File: src/rtl/shape_editor.sv
// Frame-synchronous editor for up to MAXSHP tangram shapes: owns per-slot geometry and
// colour registers, applies button edits to the selected slot once per frame.
module shape_editor #(
  parameter int MAXSHP   = 4,
  parameter int INTW     = 12,
  parameter int PIXLW    = 12,
  parameter int SCREEN_W = 800,
  parameter int SCREEN_H = 600,
  parameter int MAX_TYPE = 3,
  parameter int MAX_SIZE = 255,
  parameter int DEF_SIZE = 10,
  parameter int ANG_STEP = 1
) (
  input  logic                        clk,
  input  logic                        rst,
  input  logic                        frame,
  input  logic [1:0]                  mode,
  input  logic                        l,
  input  logic                        r,
  input  logic                        u,
  input  logic                        d,
  input  logic                        l_once,
  input  logic                        r_once,
  input  logic                        c_once,
  input  logic [PIXLW-1:0]            pick_color,
  output logic [MAXSHP*INTW-1:0]      shp_x,
  output logic [MAXSHP*INTW-1:0]      shp_y,
  output logic [MAXSHP*INTW-1:0]      shp_size,
  output logic [MAXSHP*INTW-1:0]      shp_angle,
  output logic [MAXSHP*INTW-1:0]      shp_ty,
  output logic [MAXSHP*PIXLW-1:0]     shp_color,
  output logic [MAXSHP-1:0]           shp_en,
  output logic [$clog2(MAXSHP)-1:0]   sel,
  output logic [$clog2(MAXSHP+1)-1:0] count,
  output logic                        busy,
  output logic                        done
);
  localparam int SELW = $clog2(MAXSHP);
  localparam int CNTW = $clog2(MAXSHP + 1);

  localparam logic [2:0] S_IDLE  = 3'd0;
  localparam logic [2:0] S_INIT  = 3'd1;
  localparam logic [2:0] S_APPLY = 3'd2;
  localparam logic [2:0] S_SCAN  = 3'd3;
  localparam logic [2:0] S_DONE  = 3'd4;

  localparam logic [INTW-1:0] INIT_X = INTW'(SCREEN_W / 2);
  localparam logic [INTW-1:0] INIT_Y = INTW'(SCREEN_H / 2);
  localparam logic [INTW-1:0] MAX_X  = INTW'(SCREEN_W - 1);
  localparam logic [INTW-1:0] MAX_Y  = INTW'(SCREEN_H - 1);
  localparam logic [INTW-1:0] DEF_SZ = INTW'(DEF_SIZE);
  localparam logic [INTW-1:0] MAX_SZ = INTW'(MAX_SIZE);
  localparam logic [INTW-1:0] ONE    = INTW'(1);
  localparam logic [INTW-1:0] TY_MAX = INTW'(MAX_TYPE);

  // Angle math runs two bits wider so a step past +-180 never wraps before the fix-up.
  localparam logic signed [INTW+1:0] ANG_W    = (INTW+2)'(ANG_STEP);
  localparam logic signed [INTW+1:0] ANG_LO   = (INTW+2)'(-180);
  localparam logic signed [INTW+1:0] ANG_HI   = (INTW+2)'(179);
  localparam logic signed [INTW+1:0] ANG_FULL = (INTW+2)'(360);

  localparam logic [SELW-1:0]  LAST_IDX   = SELW'(MAXSHP - 1);
  localparam logic [SELW-1:0]  PROBE_LAST = SELW'(MAXSHP - 2);
  localparam logic [CNTW-1:0]  CNT_MAX    = CNTW'(MAXSHP);
  localparam logic [CNTW-1:0]  CNT_ONE    = CNTW'(1);
  localparam logic [PIXLW-1:0] WHITE      = '1;

  logic [2:0]      state_q, state_d;
  logic [SELW-1:0] idx_q, idx_d, probes_q, probes_d, sel_q, sel_d;
  logic [CNTW-1:0] count_q, count_d;
  logic [MAXSHP-1:0] en_q, en_d;
  logic [INTW-1:0] x_q [MAXSHP];
  logic [INTW-1:0] x_d [MAXSHP];
  logic [INTW-1:0] y_q [MAXSHP];
  logic [INTW-1:0] y_d [MAXSHP];
  logic [INTW-1:0] size_q [MAXSHP];
  logic [INTW-1:0] size_d [MAXSHP];
  logic [INTW-1:0] ang_q [MAXSHP];
  logic [INTW-1:0] ang_d [MAXSHP];
  logic [INTW-1:0] ty_q [MAXSHP];
  logic [INTW-1:0] ty_d [MAXSHP];
  logic [PIXLW-1:0] color_q [MAXSHP];
  logic [PIXLW-1:0] color_d [MAXSHP];

  logic signed [INTW+1:0] angWide;
  logic [SELW-1:0]        freeSlot;

  function automatic logic [SELW-1:0] wrapInc(input logic [SELW-1:0] v);
    return (v == LAST_IDX) ? '0 : v + SELW'(1);
  endfunction

  always_comb begin
    state_d  = state_q;
    idx_d    = idx_q;
    probes_d = probes_q;
    sel_d    = sel_q;
    count_d  = count_q;
    en_d     = en_q;
    x_d      = x_q;
    y_d      = y_q;
    size_d   = size_q;
    ang_d    = ang_q;
    ty_d     = ty_q;
    color_d  = color_q;
    angWide  = {{2{ang_q[sel_q][INTW-1]}}, ang_q[sel_q]};
    freeSlot = '0;
    for (int i = MAXSHP - 1; i >= 0; i--) begin
      if (!en_q[i]) freeSlot = SELW'(i);
    end

    case (state_q)
      S_IDLE: if (frame) state_d = S_APPLY;

      S_INIT: begin
        x_d[idx_q]     = INIT_X;
        y_d[idx_q]     = INIT_Y;
        size_d[idx_q]  = DEF_SZ;
        ang_d[idx_q]   = '0;
        ty_d[idx_q]    = '0;
        color_d[idx_q] = '0;
        en_d[idx_q]    = 1'b0;
        if (idx_q == LAST_IDX) begin
          en_d[0]    = 1'b1;
          color_d[0] = WHITE;
          sel_d      = '0;
          count_d    = CNT_ONE;
          state_d    = S_DONE;
        end else begin
          idx_d = idx_q + SELW'(1);
        end
      end

      S_APPLY: begin
        state_d = S_DONE;
        case (mode)
          2'd0: begin
            if (u) begin
              if (y_q[sel_q] != '0) y_d[sel_q] = y_q[sel_q] - ONE;
            end else if (d) begin
              if (y_q[sel_q] < MAX_Y) y_d[sel_q] = y_q[sel_q] + ONE;
            end
            if (l) begin
              if (x_q[sel_q] != '0) x_d[sel_q] = x_q[sel_q] - ONE;
            end else if (r) begin
              if (x_q[sel_q] < MAX_X) x_d[sel_q] = x_q[sel_q] + ONE;
            end
          end
          2'd1: begin
            if (l) begin
              angWide = angWide - ANG_W;
              if (angWide < ANG_LO) angWide = angWide + ANG_FULL;
            end else if (r) begin
              angWide = angWide + ANG_W;
              if (angWide > ANG_HI) angWide = angWide - ANG_FULL;
            end
            ang_d[sel_q] = angWide[INTW-1:0];
            if (u) begin
              if (size_q[sel_q] < MAX_SZ) size_d[sel_q] = size_q[sel_q] + ONE;
            end else if (d) begin
              if (size_q[sel_q] > ONE) size_d[sel_q] = size_q[sel_q] - ONE;
            end
            if (c_once) ty_d[sel_q] = (ty_q[sel_q] == TY_MAX) ? '0 : ty_q[sel_q] + ONE;
          end
          2'd2: begin
            // A request that cannot be honoured (add when full, remove the last slot) is a no-op.
            if (r_once) begin
              if (count_q < CNT_MAX) begin
                en_d[freeSlot]    = 1'b1;
                color_d[freeSlot] = WHITE;
                x_d[freeSlot]     = INIT_X;
                y_d[freeSlot]     = INIT_Y;
                size_d[freeSlot]  = DEF_SZ;
                ang_d[freeSlot]   = '0;
                ty_d[freeSlot]    = '0;
                sel_d             = freeSlot;
                count_d           = count_q + CNT_ONE;
              end
            end else if (l_once) begin
              if (count_q > CNT_ONE) begin
                en_d[sel_q]    = 1'b0;
                color_d[sel_q] = '0;
                count_d        = count_q - CNT_ONE;
                state_d        = S_SCAN;
              end
            end else if (c_once) begin
              state_d = S_SCAN;
            end
            idx_d    = wrapInc(sel_q);
            probes_d = '0;
          end
          default: if (c_once) color_d[sel_q] = pick_color;
        endcase
      end

      S_SCAN: begin
        if (en_q[idx_q]) begin
          sel_d   = idx_q;
          state_d = S_DONE;
        end else if (probes_q == PROBE_LAST) begin
          state_d = S_DONE;
        end else begin
          idx_d    = wrapInc(idx_q);
          probes_d = probes_q + SELW'(1);
        end
      end

      S_DONE:  state_d = S_IDLE;
      default: state_d = S_IDLE;
    endcase
  end

  // Only control state is reset; INIT rewrites every slot before the slot data is trusted.
  always_ff @(posedge clk) begin
    if (rst) begin
      state_q <= S_INIT;
      idx_q   <= '0;
    end else begin
      state_q  <= state_d;
      idx_q    <= idx_d;
      probes_q <= probes_d;
      sel_q    <= sel_d;
      count_q  <= count_d;
      en_q     <= en_d;
      x_q      <= x_d;
      y_q      <= y_d;
      size_q   <= size_d;
      ang_q    <= ang_d;
      ty_q     <= ty_d;
      color_q  <= color_d;
    end
  end

  for (genvar g = 0; g < MAXSHP; g++) begin : gPack
    assign shp_x[g*INTW +: INTW]       = x_q[g];
    assign shp_y[g*INTW +: INTW]       = y_q[g];
    assign shp_size[g*INTW +: INTW]    = size_q[g];
    assign shp_angle[g*INTW +: INTW]   = ang_q[g];
    assign shp_ty[g*INTW +: INTW]      = ty_q[g];
    assign shp_color[g*PIXLW +: PIXLW] = en_q[g] ? color_q[g] : '0;
  end

  assign shp_en = en_q;
  assign sel    = sel_q;
  assign count  = count_q;
  assign busy   = (state_q != S_IDLE);
  assign done   = (state_q == S_DONE);

endmodule

File: config.mk
export PLATFORM = sky130hd
export DESIGN_NAME = shape_editor
export DESIGN_NICKNAME = d
export VERILOG_FILES = /design/src/rtl/shape_editor.sv
export SDC_FILE = /design/constraint.sdc
export NUM_CORES = 1
export LEC_CHECK = 0
export CAP_MARGIN = 25
export CELL_PAD_IN_SITES_DETAIL_PLACEMENT = 0
export CELL_PAD_IN_SITES_GLOBAL_PLACEMENT = 2
export CORE_MARGIN = 2
export CORE_UTILIZATION = 35
export CTS_BUF_LIST = sky130_fd_sc_hd__clkbuf_8
export CTS_CLUSTER_SIZE = 40
export DETAILED_ROUTE_END_ITERATION = 10
export PLACE_DENSITY = 0.84
export SLEW_MARGIN = 10
export SYNTH_ARGS = -nofsm -noshare
export SYNTH_HDL_FRONTEND = slang
export SYNTH_SLANG_ARGS = --single-unit
File: constraint.sdc
create_clock -name clk -period 5.7 [get_ports clk]
set_clock_uncertainty 0.15 [all_clocks]
set_input_delay 1.14 -clock clk [delete_from_list [all_inputs] [get_ports clk]]
set_output_delay 1.14 -clock clk [all_outputs]
set_load 0.01 [all_outputs]
==> flow_metrics.py, run 1 <==
metrics = {
    "outcome": {
        "status": "finished, final reports clean",
    },
    "placed_design": {
        "post-dp-hpwl_um": 49100,
        "io_buffer_count": 322,
        "dpl_cell_area_mm2": 0.0224,
        "dpl_worst_slack_ns": 0.966,
        "gp_congestion": 0.902,
    },
    "cts": {
        "clock_path_buffers": 3,
        "cts_tree": "yes",
        "cts.reportedPaths.clkPinSlew_ns": 0.06,
        "cts_root_buf": "clkbuf_8",
        "cts-htree-levels": 2,
        "cts_made_buffers": 54,
        "cts_resized": 0,
        "post-cts-setup-buffers": 0,
        "clock_latency_ns": 0.68,
        "hold_buffers": 0,
        "cts_sinks": 304,
    },
    "critical_path": {
        "r2r-start": "sel[0]$_SDFFCE_PP0P_",
        "r2r_cells": 15,
        "crit_type": "register to register",
        "crit_fanout": 22,
        "startpoint_type": "register",
        "required_ns": 5.92,
        "reg2reg_setup_slack_ns": 0.90,
        "cp_data_arrival_time_ns": 5.02,
        "r2r-end": "shp_angle[47]$_DFFE_PP_",
        "endpoint_kind": "register",
    },
    "global_routing": {
        "gr-usage-met3_pct": 5.83,
        "grt_overflow": 0,
        "gr-usage-met1_pct": 35.2,
        "gr-usage-all-layers_pct": 25.6,
        "busiest_layer": "met2",
        "grt_pass1_wl_um": 104000,
        "grt_use_met2_pct": 39.9,
        "grt_max_degree": 52,
        "antenna_found_initial": 0,
        "grt_pass1_vias": 15652,
    },
    "min_path": {
        "hp-start": "probes_q[0]$_SDFFCE_PN0P_",
        "holdPathStages": 1,
        "hold_class": "register to register",
        "hold_path_end": "probes_q[0]$_SDFFCE_PN0P_",
    },
    "cells_and_area": {
        "fin_area_mm2": 0.0233,
        "nNetsFinal": 2044,
        "drive_above_1_share_pct": 11.3,
        "finalCoreUtilization_pct": 45.3,
        "synthToLayoutAreaGrowth_pct": 27.4,
    },
    "timing": {
        "fmax_mhz": 208,
        "tightest_slew_ns": 1.03,
        "period_minus_slack_ns": 4.80,
        "slew_violations": 0,
        "fin_setup_tns_ns": 0,
        "hold_viol_final": 0,
        "rsz0062_at_grt": "no",
        "post-route-period-util_pct": 84.3,
        "slew_headroom_pct": 30.8,
        "setup_viol": 0,
        "worst_slack_ns": 0.898,
    },
    "drt": {
        "wl_per_cell_um": 26.3,
        "finalWirelength_um": 71400,
        "drtIter0Drc": 1665,
        "drc": 0,
        "antenna_left": 0,
        "drtPass1Iterations": 5,
        "vias": 16032,
        "drt-vias-per-instance": 5.91,
    },
    "yosys": {
        "synth_seq_cells": 304,
        "synth_top_area_cell": "edfxtp_1",
        "netlist_instances": 1680,
        "yosysMostFrequentCell": "edfxtp_1",
        "avgSynthCellArea_um2": 10.9,
        "yosys-top-cells-area": "edfxtp_1 49%, mux4_2 7.5%, a22o_1 5.7%",
        "synth_top_area_share_pct": 49.0,
        "synth_edf_count": 299,
        "syn_nets": 1735,
        "async_flop_share_pct": 0,
        "synthTopCellsByCount": "299 x edfxtp_1, 200 x nand2_1, 194 x o21ai_0",
        "ys_warn_count": 0,
        "yosys.cell_types.count": 82,
        "syn_area_mm2": 0.0183,
        "synth-seq-area-share_pct": 49.6,
        "synthFlopType": "edfxtp_1",
    },
    "floorplan": {
        "io_pins": 323,
        "core-area_mm2": 0.0515,
        "initial_utilization_pct": 35.6,
        "die-area_mm2": 0.0542,
        "die_w_um": 233,
        "row_count": 83,
        "die_h_um": 233,
    },
    "power_and_ir_drop": {
        "p_sw_share_pct": 41.0,
        "ir_drop_mv": 0.237,
        "p_leak_nw": 8.39,
        "p_comb_share_pct": 48.9,
        "p_seq_share_pct": 35.9,
        "p_switching_w": 0.00534,
        "p_per_area_mw_per_mm2": 557,
        "p_int_w": 0.00767,
        "clockPowerShare_pct": 15.1,
    },
    "job": {
        "cap_violations": 0,
    },
}
[worst max-delay path: stages, from the launching register on]
cell and delay (ns):
edfxtp_1 0.43, buf_4 0.41, mux4_2 0.75, nand3_1 0.29
xor2_1 0.35, inv_1 0.08, ha_1 0.22, nor2_1 0.09
nor2_1 0.05, nand3_1 0.10, o2111ai_1 0.18, o211ai_4 0.24
a211o_1 0.21, o21ai_1 0.07, a221oi_1 0.70, o31ai_1 0.18
[cell usage in the layout (no fill, tap or decap), drive strengths merged, types with 5 or more instances in the layout]
master	count
dfxtp	5
nor2b	12
a211oi	11
buf	53
edfxtp	299
nand4	7
nand2	200
a221o	13
and2	54
a22oi	6
nor4	7
o21ai	211
a21oi	42
nand3	27
or3	12
xnor2	42
clkbuf	54
clkinv	23
and3	20
o31ai	12
nand2b	10
nor3	40
o211ai	9
ha	31
a21o	7
inv	60
mux2i	22
a31oi	9
nor4b	5
a22o	120
a32oi	6
xor2	28
mux4	61
or2	7
clkdlybuf4s50	322
nor2	111
o22ai	8
[power by group through the flow]
stage          clock [W]  sequential (W)  combinational [W]
6_report         0.00197         0.00467            0.00636
5_1_grt          0.00207         0.00477            0.00683
4_1_cts          0.00200         0.00466            0.00634
3_5_place_dp           0         0.00470            0.00631
3_3_place_gp           0         0.00467            0.00623
2_1_floorplan          0         0.00460            0.00323
[routing by layer]
metal / vias up / part of all wire, %
met2: 831 / 46
met5: - / 0
met4: 0 / 2.7
met3: 126 / 9.5
met1: 8039 / 42
li1: 7036 / -
[cell type report]
| class | count | area, µm² |
|---|---|---|
| Fill cell | 4913 | 28200 |
| Sequential cell | 304 | 9080 |
| Multi-Input combinational cell | 1212 | 8650 |
| Timing Repair Buffer | 375 | 3620 |
| Tap cell | 680 | 851 |
| Clock buffer | 54 | 743 |
| Clock inverter | 43 | 236 |
| Inverter | 42 | 158 |
| Antenna cell | 1 | 2.50 |
[state kept, by name, summed over array words and instances, names as in the netlist]
signal / cells
shp_x: 48
shp_ty: 48
probes_q: 2
idx_q: 2
shp_en: 4
shp_size: 48
sel: 2
color_q: 48
shp_y: 48
shp_angle: 48
count: 3
state_q: 3
[cells by family (layout without fill, tap and decap cells)]
| group | count (synthesis) | count (layout) | synth area share (%) |
|---|---|---|---|
| AND/OR/NAND/NOR | 524 | 524 | 13.6 |
| AO/OA/AOI/OAI | 501 | 501 | 18.8 |
| flip-flops | 304 | 304 | 49.6 |
| buffers and inverters | 164 | 514 | 3.63 |
| multiplexers | 86 | 86 | 8.89 |
| XOR/XNOR | 70 | 70 | 3.39 |
| adder cells (fa/ha/maj) | 31 | 31 | 2.12 |
| other | 0 | 1 | 0 |
[worst max-delay path by stage]
stage                     cells after the start                      end  slack (ns)                  from
after floorplan                              15      shp_y[12]$_DFFE_PP_        1.32  sel[0]$_SDFFCE_PP0P_
after global placement                        8   shp_size[10]$_DFFE_PP_        0.99                r_once
after detailed placement                     15  shp_angle[35]$_DFFE_PP_        0.97  sel[0]$_SDFFCE_PP0P_
after CTS                                    15  shp_angle[35]$_DFFE_PP_        0.97  sel[0]$_SDFFCE_PP0P_
after global routing                         15  shp_angle[35]$_DFFE_PP_        0.55  sel[0]$_SDFFCE_PP0P_
final                                        15  shp_angle[47]$_DFFE_PP_        0.90  sel[0]$_SDFFCE_PP0P_
[through the flow]
stage,cells,hold slack [ns],power [W]
finish,2711,0.415,0.0130
global route,2710,0.420,0.0137
CTS,2710,0.408,0.0130
detailed placement,2613,0.401,0.0110
global placement,2608,0.393,0.0109
floorplan,1680,0.337,0.00783
(Power assumes the default switching activity.)
==> run 2: changes to the inputs <==
==> constraint.sdc (replaced) <==
create_clock -name clk -period 4.8 [get_ports clk]
set_clock_uncertainty 0.15 [all_clocks]
set_input_delay 0.96 -clock clk [delete_from_list [all_inputs] [get_ports clk]]
set_output_delay 0.96 -clock clk [all_outputs]
set_load 0.01 [all_outputs]
==> run 2 against run 1 <==
  * Non-clock buffer count grew 25
  * Register-to-register slack worse by 0.79 ns
  * Clock power grew 17%
  * Combinational power rose by 21%
  * Cell area increased by 1.1%
  * Core utilization rose by 0.51 points
  * Die area is the same
  * Sequential share of layout area down 0.43 points
  * Sequential power increased by 18%
  * First-iteration DRC count decreased by 3.7%
  * Largest cell class unchanged
  * Largest power group unchanged
==> flow_metrics.py, run 2 (synthesis gave the netlist of run 1 again) <==
metrics = {
    "cts": {
        "cts_made_buffers": 55,
        "cts_tree": "yes",
        "cts_root_buf": "clkbuf_8",
        "clock_path_buffers": 3,
        "clock_latency_ns": 0.67,
        "cts.reportedPaths.clkPinSlew_ns": 0.06,
        "cts-htree-levels": 2,
        "hold_buffers": 0,
        "cts_sinks": 304,
    },
    "drt": {
        "drc": 0,
        "drtIter0Drc": 1604,
        "wl_per_cell_um": 26.2,
        "antenna_left": 0,
        "drt-vias-per-instance": 5.89,
        "vias": 16149,
        "finalWirelength_um": 71800,
        "drtPass1Iterations": 5,
    },
    "cells_and_area": {
        "drive_above_1_share_pct": 12.2,
        "finalCoreUtilization_pct": 45.8,
        "final_common_cell": "clkdlybuf4s50_1",
        "synthToLayoutAreaGrowth_pct": 28.9,
        "fillers": 4875,
        "nNetsFinal": 2070,
        "mostFrequentLayoutCells": "322 x clkdlybuf4s50_1, 299 x edfxtp_1, 200 x nand2_1",
    },
    "critical_path": {
        "critPathCapture": "shp_angle[28]$_DFFE_PP_",
        "worstSetupPathDepth": 11,
        "cp_num_buf_inv": 2,
        "cp_data_arrival_time_ns": 4.94,
        "crit_type": "register to register",
        "startpoint_type": "register",
        "r2r_cells": 11,
        "critPathTopFamily": "simple AND/OR/NAND/NOR gates",
        "critPathSlowestCell": "buf_4",
        "crit_fanout": 37,
        "crit_path_max_incr_delay_ns": 0.65,
        "r2r-end": "shp_angle[28]$_DFFE_PP_",
        "required_ns": 5.05,
        "cp_common_cell": "buf_4",
        "worstPathCellList": "buf_4 > mux4_2 > nand3_1 > nor3_1 > a22oi_1 > nor2_1 > a211oi_1 > a2111oi_1 > buf_4 > a21o_1 > o21ai_0",
        "reg2reg_setup_slack_ns": 0.11,
        "critPathLaunch": "sel[1]$_SDFFCE_PP0P_",
        "r2r-start": "sel[1]$_SDFFCE_PP0P_",
        "endpoint_kind": "register",
    },
    "placed_design": {
        "post-dp-hpwl_um": 49500,
        "io_buffer_count": 322,
        "gp_congestion": 0.922,
    },
    "floorplan": {
        "initial_utilization_pct": 35.6,
        "die_w_um": 233,
        "die_h_um": 233,
        "io_pins": 323,
        "die-area_mm2": 0.0542,
        "core-area_mm2": 0.0515,
        "row_count": 83,
    },
    "timing": {
        "slew_headroom_pct": 30.3,
        "setup_viol": 0,
        "period_minus_slack_ns": 4.69,
        "post-route-period-util_pct": 97.7,
        "slew_violations": 0,
        "hold_viol_final": 0,
        "fin_setup_tns_ns": 0,
        "tightest_slew_ns": 1.04,
        "fmax_mhz": 213,
    },
    "power_and_ir_drop": {
        "p_seq_share_pct": 35.6,
        "clockPowerShare_pct": 14.9,
        "p_leak_nw": 8.56,
        "p_switching_w": 0.00637,
        "ir_drop_mv": 0.244,
        "p_per_area_mw_per_mm2": 657,
        "finalPower_w": 0.0155,
        "p_comb_share_pct": 49.5,
        "p_sw_share_pct": 41.1,
        "p_int_w": 0.00914,
    },
    "global_routing": {
        "gr-usage-met1_pct": 35.5,
        "busiest_layer": "met2",
        "gr-usage-met3_pct": 6.34,
        "grt_pass1_wl_um": 105000,
        "gr-usage-all-layers_pct": 25.9,
        "grt_overflow": 0,
        "antenna_found_initial": 1,
        "grt_pass1_vias": 15775,
        "grt_use_met2_pct": 39.7,
        "grt_max_degree": 60,
    },
    "min_path": {
        "hold_class": "register to register",
    },
    "job": {
        "cap_violations": 0,
    },
    "outcome": {
        "status": "finished, final reports clean",
    },
}
run 2: changes by cell type in the layout (fill, tap and decap cells not counted), moves of 2 or more:
cell	delta
buf_4	+19
inv_1	+5
buf_12	+3
clkbuf_8	+2
clkinv_2	-2
nand2_1	+2
nand2_2	-2
run 2: cell type report:
cell class / instances / area, µm² / share of cell area [%]
antenna: 1 / 2.50 / 0.0106
clock buffer: 56 / 771 / 3.27
clock inverter: 46 / 226 / 0.960
inverter: 42 / 158 / 0.668
multi-input combinational: 1212 / 8650 / 36.6
sequential: 304 / 9080 / 38.5
tap: 680 / 851 / 3.60
timing repair buffer: 400 / 3860 / 16.4
run 2: worst min path at each step:
stage                     cells past startpoint                         to                      start
after floorplan                               1    state_q[0]$_SDFFE_PP1P_    state_q[2]$_SDFFE_PP0P_
after global placement                        1    state_q[0]$_SDFFE_PP1P_    state_q[2]$_SDFFE_PP0P_
after detailed placement                      1    state_q[0]$_SDFFE_PP1P_    state_q[2]$_SDFFE_PP0P_
after CTS                                     1  probes_q[0]$_SDFFCE_PN0P_  probes_q[0]$_SDFFCE_PN0P_
after global routing                          1    state_q[0]$_SDFFE_PP1P_    state_q[2]$_SDFFE_PP0P_
final                                         1  probes_q[0]$_SDFFCE_PN0P_  probes_q[0]$_SDFFCE_PN0P_
run 2: metrics by stage:
| step | cells | instance area, µm² | hold WS [ns] | setup slack (ns) |
|---|---|---|---|---|
| CTS | 2734 | 23500 | 0.407 | 0.239 |
| finish | 2741 | 23600 | 0.403 | 0.111 |
| floorplan | 1680 | 18300 | 0.337 | 0.423 |
| detailed placement | 2632 | 22500 | 0.398 | 0.267 |
| global placement | 2629 | 22500 | 0.391 | 0.329 |
| global route | 2741 | 23600 | 0.441 | -0.0428 |
run 2: repair_timing:
item | CTS | global route
endpoints found under the setup margin | 0 | 16
buffers inserted | 0 | 2
resized for setup | 0 | 3
run 2: routing by layer:
layer	wire, µm	vias to the layer above
met5	0	-
met4	2350	0
met3	6560	132
met2	32300	825
met1	30600	8091
li1	-	7101
run 2: power by group through the flow:
| stage | Sequential (W) | Clock (W) | Combinational [W] |
|---|---|---|---|
| detailed placement | 0.00555 | 0 | 0.00758 |
| CTS | 0.00551 | 0.00236 | 0.00762 |
| global route | 0.00564 | 0.00247 | 0.00823 |
| global placement | 0.00551 | 0 | 0.00751 |
| finish | 0.00552 | 0.00231 | 0.00768 |
| floorplan | 0.00546 | 0 | 0.00384 |
